[src/rtl/simple_mem_pkg.sv]
// Shared types and constants for the fetch / load-store memory arbiter.
package simple_mem_pkg;

  localparam int unsigned WORD_BYTES    = 4;
  localparam int unsigned XLEN          = 32;
  localparam int unsigned DEFAULT_DEPTH = 32;
  localparam int unsigned WAIT_W        = 4;

  typedef enum logic [1:0] {
    IDLE,
    ACCESS,
    RESP
  } state_e;

  typedef enum logic {
    REQ_IF   = 1'b0,
    REQ_DATA = 1'b1
  } requester_e;

  // Request payload as seen after the arbitration mux
  typedef struct packed {
    logic [XLEN-1:0]       addr;
    logic                  we;
    logic [WORD_BYTES-1:0] be;
    logic [XLEN-1:0]       wdata;
  } mem_req_t;

endpackage

[src/rtl/rr_arbiter2.sv]
// Two-way round-robin picker; on a tie the requester that did not win last time is chosen.
module rr_arbiter2
  import simple_mem_pkg::*;
(
  input  logic [1:0] req,
  input  requester_e last_grant,
  output logic [1:0] grant
);

  always_comb begin
    grant = req;
    if (req == 2'b11) begin
      grant = (last_grant == REQ_DATA) ? 2'b01 : 2'b10;
    end
  end

endmodule

[src/rtl/simple_mem_arbiter.sv]
// Shares one single-port word memory between instruction fetch and load/store,
// one request at a time, with wait states and per-requester response pulses.
module simple_mem_arbiter
  import simple_mem_pkg::*;
#(
  parameter int unsigned DEPTH       = DEFAULT_DEPTH,
  parameter int unsigned WAIT_CYCLES = 0,
  localparam int unsigned ADDR_W     = $clog2(DEPTH)
) (
  input  logic                  clk,
  input  logic                  rst,
  input  logic                  if_req_valid,
  output logic                  if_req_ready,
  input  logic [XLEN-1:0]       if_req_addr,
  output logic                  if_rsp_valid,
  output logic [XLEN-1:0]       if_rsp_data,
  output logic                  if_rsp_err,
  input  logic                  d_req_valid,
  output logic                  d_req_ready,
  input  logic [XLEN-1:0]       d_req_addr,
  input  logic                  d_req_we,
  input  logic [WORD_BYTES-1:0] d_req_be,
  input  logic [XLEN-1:0]       d_req_wdata,
  output logic                  d_rsp_valid,
  output logic [XLEN-1:0]       d_rsp_data,
  output logic                  d_rsp_err,
  output logic                  mem_en,
  output logic [ADDR_W-1:0]     mem_addr,
  output logic                  mem_we,
  output logic [WORD_BYTES-1:0] mem_be,
  output logic [XLEN-1:0]       mem_wdata,
  input  logic [XLEN-1:0]       mem_rdata
);

  state_e                state_q, state_d;
  requester_e            last_grant_q, last_grant_d;
  requester_e            id_q, id_d, gnt_id;
  logic [ADDR_W-1:0]     waddr_q, waddr_d;
  logic                  we_q, we_d;
  logic [WORD_BYTES-1:0] be_q, be_d;
  logic [XLEN-1:0]       wdata_q, wdata_d;
  logic                  err_q, err_d;
  logic [WAIT_W-1:0]     cnt_q, cnt_d;

  logic [1:0] grant;
  mem_req_t   sel;
  logic       hs;
  logic       bad_addr;
  logic       last_beat;

  logic                  mem_en_n, mem_we_n;
  logic [ADDR_W-1:0]     mem_addr_n;
  logic [WORD_BYTES-1:0] mem_be_n;
  logic [XLEN-1:0]       mem_wdata_n;
  logic                  if_rsp_valid_n, if_rsp_err_n;
  logic [XLEN-1:0]       if_rsp_data_n;
  logic                  d_rsp_valid_n, d_rsp_err_n;
  logic [XLEN-1:0]       d_rsp_data_n;
  logic [XLEN-1:0]       rdata_c;

  rr_arbiter2 u_arb (
    .req        ({d_req_valid, if_req_valid}),
    .last_grant (last_grant_q),
    .grant      (grant)
  );

  assign gnt_id    = grant[1] ? REQ_DATA : REQ_IF;
  assign hs        = (state_q == IDLE) && (grant != 2'b00);
  assign last_beat = (cnt_q == WAIT_W'(WAIT_CYCLES));

  // Ready is combinational in IDLE and forced low while reset is held
  assign if_req_ready = !rst && hs && grant[0];
  assign d_req_ready  = !rst && hs && grant[1];

  always_comb begin
    sel = '{addr: d_req_addr, we: d_req_we, be: d_req_be, wdata: d_req_wdata};
    if (gnt_id == REQ_IF) begin
      sel = '{addr: if_req_addr, we: 1'b0, be: '0, wdata: '0};
    end
  end

  assign bad_addr = (sel.addr[1:0] != 2'b00) ||
                    (sel.addr[XLEN-1:2] >= (XLEN-2)'(DEPTH));

  // State register, latched request and registered outputs
  always_ff @(posedge clk or posedge rst) begin
    if (rst) begin
      state_q      <= IDLE;
      last_grant_q <= REQ_DATA;
      id_q         <= REQ_IF;
      waddr_q      <= '0;
      we_q         <= 1'b0;
      be_q         <= '0;
      wdata_q      <= '0;
      err_q        <= 1'b0;
      cnt_q        <= '0;
      mem_en       <= 1'b0;
      mem_addr     <= '0;
      mem_we       <= 1'b0;
      mem_be       <= '0;
      mem_wdata    <= '0;
      if_rsp_valid <= 1'b0;
      if_rsp_data  <= '0;
      if_rsp_err   <= 1'b0;
      d_rsp_valid  <= 1'b0;
      d_rsp_data   <= '0;
      d_rsp_err    <= 1'b0;
    end else begin
      state_q      <= state_d;
      last_grant_q <= last_grant_d;
      id_q         <= id_d;
      waddr_q      <= waddr_d;
      we_q         <= we_d;
      be_q         <= be_d;
      wdata_q      <= wdata_d;
      err_q        <= err_d;
      cnt_q        <= cnt_d;
      mem_en       <= mem_en_n;
      mem_addr     <= mem_addr_n;
      mem_we       <= mem_we_n;
      mem_be       <= mem_be_n;
      mem_wdata    <= mem_wdata_n;
      if_rsp_valid <= if_rsp_valid_n;
      if_rsp_data  <= if_rsp_data_n;
      if_rsp_err   <= if_rsp_err_n;
      d_rsp_valid  <= d_rsp_valid_n;
      d_rsp_data   <= d_rsp_data_n;
      d_rsp_err    <= d_rsp_err_n;
    end
  end

  // Next state and request latch
  always_comb begin
    state_d      = state_q;
    last_grant_d = last_grant_q;
    id_d         = id_q;
    waddr_d      = waddr_q;
    we_d         = we_q;
    be_d         = be_q;
    wdata_d      = wdata_q;
    err_d        = err_q;
    cnt_d        = cnt_q;
    unique case (state_q)
      IDLE: begin
        if (hs) begin
          id_d         = gnt_id;
          last_grant_d = gnt_id;
          waddr_d      = sel.addr[ADDR_W+1:2];
          we_d         = sel.we;
          be_d         = sel.be;
          wdata_d      = sel.wdata;
          err_d        = bad_addr;
          cnt_d        = '0;
          state_d      = bad_addr ? RESP : ACCESS;
        end
      end
      ACCESS: begin
        if (last_beat) begin
          state_d = RESP;
        end else begin
          cnt_d = cnt_q + 1'b1;
        end
      end
      RESP: begin
        state_d = IDLE;
      end
      default: state_d = IDLE;
    endcase
  end

  // Output values for the coming cycle, decoded from the next state
  always_comb begin
    mem_en_n       = 1'b0;
    mem_addr_n     = '0;
    mem_we_n       = 1'b0;
    mem_be_n       = '0;
    mem_wdata_n    = '0;
    if_rsp_valid_n = 1'b0;
    if_rsp_data_n  = '0;
    if_rsp_err_n   = 1'b0;
    d_rsp_valid_n  = 1'b0;
    d_rsp_data_n   = '0;
    d_rsp_err_n    = 1'b0;
    rdata_c        = (state_q == ACCESS && !we_q) ? mem_rdata : '0;
    if (state_d == ACCESS) begin
      mem_en_n    = 1'b1;
      mem_addr_n  = waddr_d;
      mem_be_n    = be_d;
      mem_wdata_n = wdata_d;
      mem_we_n    = we_d && (cnt_d == WAIT_W'(WAIT_CYCLES));
    end
    if (state_d == RESP) begin
      if (id_d == REQ_IF) begin
        if_rsp_valid_n = 1'b1;
        if_rsp_data_n  = rdata_c;
        if_rsp_err_n   = err_d;
      end else begin
        d_rsp_valid_n = 1'b1;
        d_rsp_data_n  = rdata_c;
        d_rsp_err_n   = err_d;
      end
    end
  end

endmodule

[config.mk]
export PLATFORM = sky130hd
export DESIGN_NAME = simple_mem_arbiter
export DESIGN_NICKNAME = d
export VERILOG_FILES = /design/src/rtl/simple_mem_pkg.sv /design/src/rtl/rr_arbiter2.sv /design/src/rtl/simple_mem_arbiter.sv
export SDC_FILE = /design/constraint.sdc
export NUM_CORES = 1
export LEC_CHECK = 0
export CORE_ASPECT_RATIO = 2
export CORE_UTILIZATION = 42
export DETAILED_ROUTE_END_ITERATION = 7
export MAX_ROUTING_LAYER = met4
export PLACE_DENSITY = 0.81
export SYNTH_ARGS = -nofsm -noshare
export SYNTH_HDL_FRONTEND = slang
export SYNTH_SLANG_ARGS = --single-unit
[constraint.sdc]
create_clock -name clk -period 8.4 [get_ports clk]
set_input_delay 1.68 -clock clk [delete_from_list [all_inputs] [get_ports clk]]
set_output_delay 1.68 -clock clk [all_outputs]
set_load 0.02 [all_outputs]
==> flow_metrics.py <==
metrics = {
    "power_and_ir_drop": {
        "p_per_area_mw_per_mm2": 200,
        "swShare": 0.236,
        "ir_drop_uv": 162,
        "power.total_w": 0.00180,
        "leakage_nw": 4.25,
        "pwr-share-comb": 0.104,
        "p_sw_w": 0.000424,
        "seqPwrFrac": 0.464,
        "clkPwrFrac": 0.431,
        "internal_power_w": 0.00137,
    },
    "worst_setup_path": {
        "path_max_fanout": 10,
        "critPathLaunchType": "input port",
        "worstPathArrival_ps": 3870,
        "crit_type": "in -> out",
        "end_kind": "primary output",
        "crit_required_ps": 6720,
        "worstRegToRegCells": 5,
    },
    "route": {
        "drt_wl_total_mm": 15.0,
        "ant_nets": 0,
        "detail_route.vias_per_cell": 5.13,
        "dr.pass1.iters": 8,
        "dr_total_vias": 4264,
        "drt_iter0_markers": 179,
        "avgRoutedWirePerCell_um": 18.0,
        "drc": 18,
    },
    "floorplanning": {
        "dieArea_mm2": 0.0142,
        "core_mm2": 0.0134,
        "fp.dieH_um": 168,
        "fp-row-count": 60,
        "die_w_um": 84.9,
        "io_pins": 250,
        "start_util": 0.430,
    },
    "clock_network": {
        "cts_buffer_depth": 2,
        "post-cts-setup-buffers": 0,
        "clk_latency_ps": 420,
        "ctsResizeCount": 0,
        "cts_htree_levels": 4,
        "holdBufCountCts": 0,
        "clock-sinks": 162,
        "cts_buffers": 17,
        "cts_tree": "done",
        "cts.root.buffer_cell": "clkbuf_16",
        "clk_pin_slew_ps": 60,
    },
    "yosys": {
        "async_flop_share": 1.00,
        "syn_nets": 557,
        "avgSynthCellArea_um2": 13.8,
        "synth_enable_flop_cells": 0,
        "synth.distinct_cells": 41,
        "yosysWarnings": 0,
        "netlist_instances": 418,
        "synthFlopType": "dfrtp_1",
        "synth_seq_cells": 162,
        "synth.yosys.seq_area_share": 0.703,
        "syn_area_mm2": 0.00577,
    },
    "outcome": {
        "violations": "design-rule violations",
        "status": "finished with violations",
    },
    "timing": {
        "relSlewSlack": 0.219,
        "clock-skew-final_ps": 11.0,
        "maxSlewViolCount": 0,
        "post-route-period-util": 0.661,
        "finalHoldViolations": 0,
        "setup_slack_ps": 2850,
        "max_freq_mhz": 180,
        "setup_violations": 0,
        "tns_ps": 0,
        "grt_setup_unrepaired": "false",
        "tightestPinTransition_ps": 1170,
        "fin_crit_ps": 5550,
    },
    "layout": {
        "drive_gt1_frac": 0.0753,
        "fin_nets": 803,
        "syn_to_final_growth_pct": 55.7,
        "fin_cells": 832,
        "diodes": 0,
    },
    "placement": {
        "port_buffers": 249,
        "place.gp.congestion": 0.903,
        "post-place-cells": 800,
        "hpwl_mm": 10.8,
        "dp_slack_ps": 2820,
    },
    "run": {
        "maxCapViolations": 0,
    },
    "hold_path": {
        "worstHoldPathCells": 2,
        "min_path_type": "reg -> reg",
    },
    "global_routing": {
        "first_global_vias": 4562,
        "antenna_found_initial": 0,
        "gr-usage-all-layers": 0.226,
        "gr-total-overflow": 0,
        "grt_max_degree": 92,
        "grt_pass1_wl_mm": 23.5,
    },
}
==> layout by cell type, fill, tap and decap left out, types with 5 or more instances in the layout <==
| cell | count |
|---|---|
| nor4_1 | 10 |
| nand2_1 | 15 |
| clkbuf_16 | 17 |
| nor2b_1 | 41 |
| inv_6 | 5 |
| mux2i_1 | 6 |
| nor2_1 | 5 |
| and3_1 | 64 |
| clkdlybuf4s50_1 | 249 |
| dfrtp_1 | 161 |
| a22o_1 | 37 |
| inv_1 | 5 |
| o21ai_0 | 8 |
==> through the flow <==
step	instance area [µm²]	hold WS (ps)	util
final	8990	483	0.669
after global routing	8990	510	0.669
after CTS	8990	484	0.669
after detailed placement	8390	470	0.624
after global placement	8390	461	0.624
after floorplan	5770	446	-
==> logic make-up (layout without fill, tap and decap cells) <==
group / count (synthesis) / after routing / share of synthesized area
multiplexers: 6 / 6 / 0.0104
AO/OA/AOI/OAI: 56 / 56 / 0.0852
buffers and inverters: 32 / 291 / 0.0260
flip-flops: 162 / 162 / 0.703
AND/OR/NAND/NOR: 159 / 159 / 0.170
adder cells (fa/ha/maj): 2 / 2 / 0.00433
XOR/XNOR: 1 / 1 / 0.00152
==> power groups by stage <==
stage | clock [W] | sequential [W] | combinational [W]
finish | 0.000775 | 0.000834 | 0.000187
detailed placement | 0 | 0.000847 | 0.000188
global route | 0.000829 | 0.000837 | 0.000203
floorplan | 0 | 0.000846 | 0.0000909
CTS | 0.000793 | 0.000833 | 0.000189
global placement | 0 | 0.000845 | 0.000182
==> synth_stat cells, types with 2 or more instances <==
cell        n  share of area
a22o_1     37          0.056
and3_1     64          0.069
buf_2      10         0.0087
buf_4       2         0.0026
clkbuf_1   11         0.0072
clkbuf_2    2         0.0017
dfrtp_1   161           0.70
ha_1        2         0.0043
inv_1       6         0.0039
mux2i_1     6          0.010
nand2_1    15         0.0098
nand2b_1    2         0.0022
nand3_1     2         0.0017
nand4_1     4         0.0043
nor2_1      6         0.0039
nor2b_1    41          0.044
nor3_1      4         0.0035
nor4_1     10          0.011
nor4_2      3         0.0065
o21ai_0     8         0.0069
or2_2       2         0.0022
==> flip-flops by register name, summed over array words and instances (netlist names) <==
| register | cells |
|---|---|
| d_rsp_data | 32 |
| cnt_q | 4 |
| d_rsp_err | 1 |
| if_rsp_valid | 1 |
| mem_en | 1 |
| mem_be | 4 |
| mem_we | 1 |
| d_rsp_valid | 1 |
| be_q | 4 |
| mem_wdata | 32 |
| last_grant_q | 1 |
| if_rsp_err | 1 |
| we_q | 1 |
| err_q | 1 |
| if_rsp_data | 32 |
| mem_addr | 5 |
| id_q | 1 |
| waddr_q | 5 |
| state_q | 2 |
| wdata_q | 32 |
==> cell type report <==
class / instances / area, µm²
flip-flops and latches: 162 / 4060
clock inverters: 13 / 168
multi-input cells: 224 / 1590
clock buffers: 19 / 433
inverters: 6 / 27.5
well taps: 155 / 194
fillers: 956 / 4450
repair buffers: 253 / 2520
==> worst paths after layout <==
path	start	endpoint	slack (ps)
min in group asynchronous	rst	mem_addr[1]	1750
max in group asynchronous	rst	wdata_q[12]	5110
setup / recovery	d_req_valid	d_req_ready	2850
hold reg to reg	waddr_q[3]	waddr_q[3]	480
setup reg to reg	last_grant_q	d_rsp_data[17]	5790
hold / removal	waddr_q[3]	waddr_q[3]	480
==> layer usage <==
| layer | vias to the layer above | GRT usage | part of all wire |
|---|---|---|---|
| met2 | 174 | 0.377 | 0.53 |
| met5 | - | - | 0 |
| li1 | 1955 | - | - |
| met4 | 0 | 0.124 | 0.043 |
| met1 | 2101 | 0.249 | 0.38 |
| met3 | 34 | 0.0500 | 0.049 |
==> critical path, stage by stage <==
cell and delay [ps]:
clkdlybuf4s50_1 600, a21boi_2 580, nand2_1 230, nor2_1 140
clkdlybuf4s50_1 640
(Power assumes the default switching activity.)
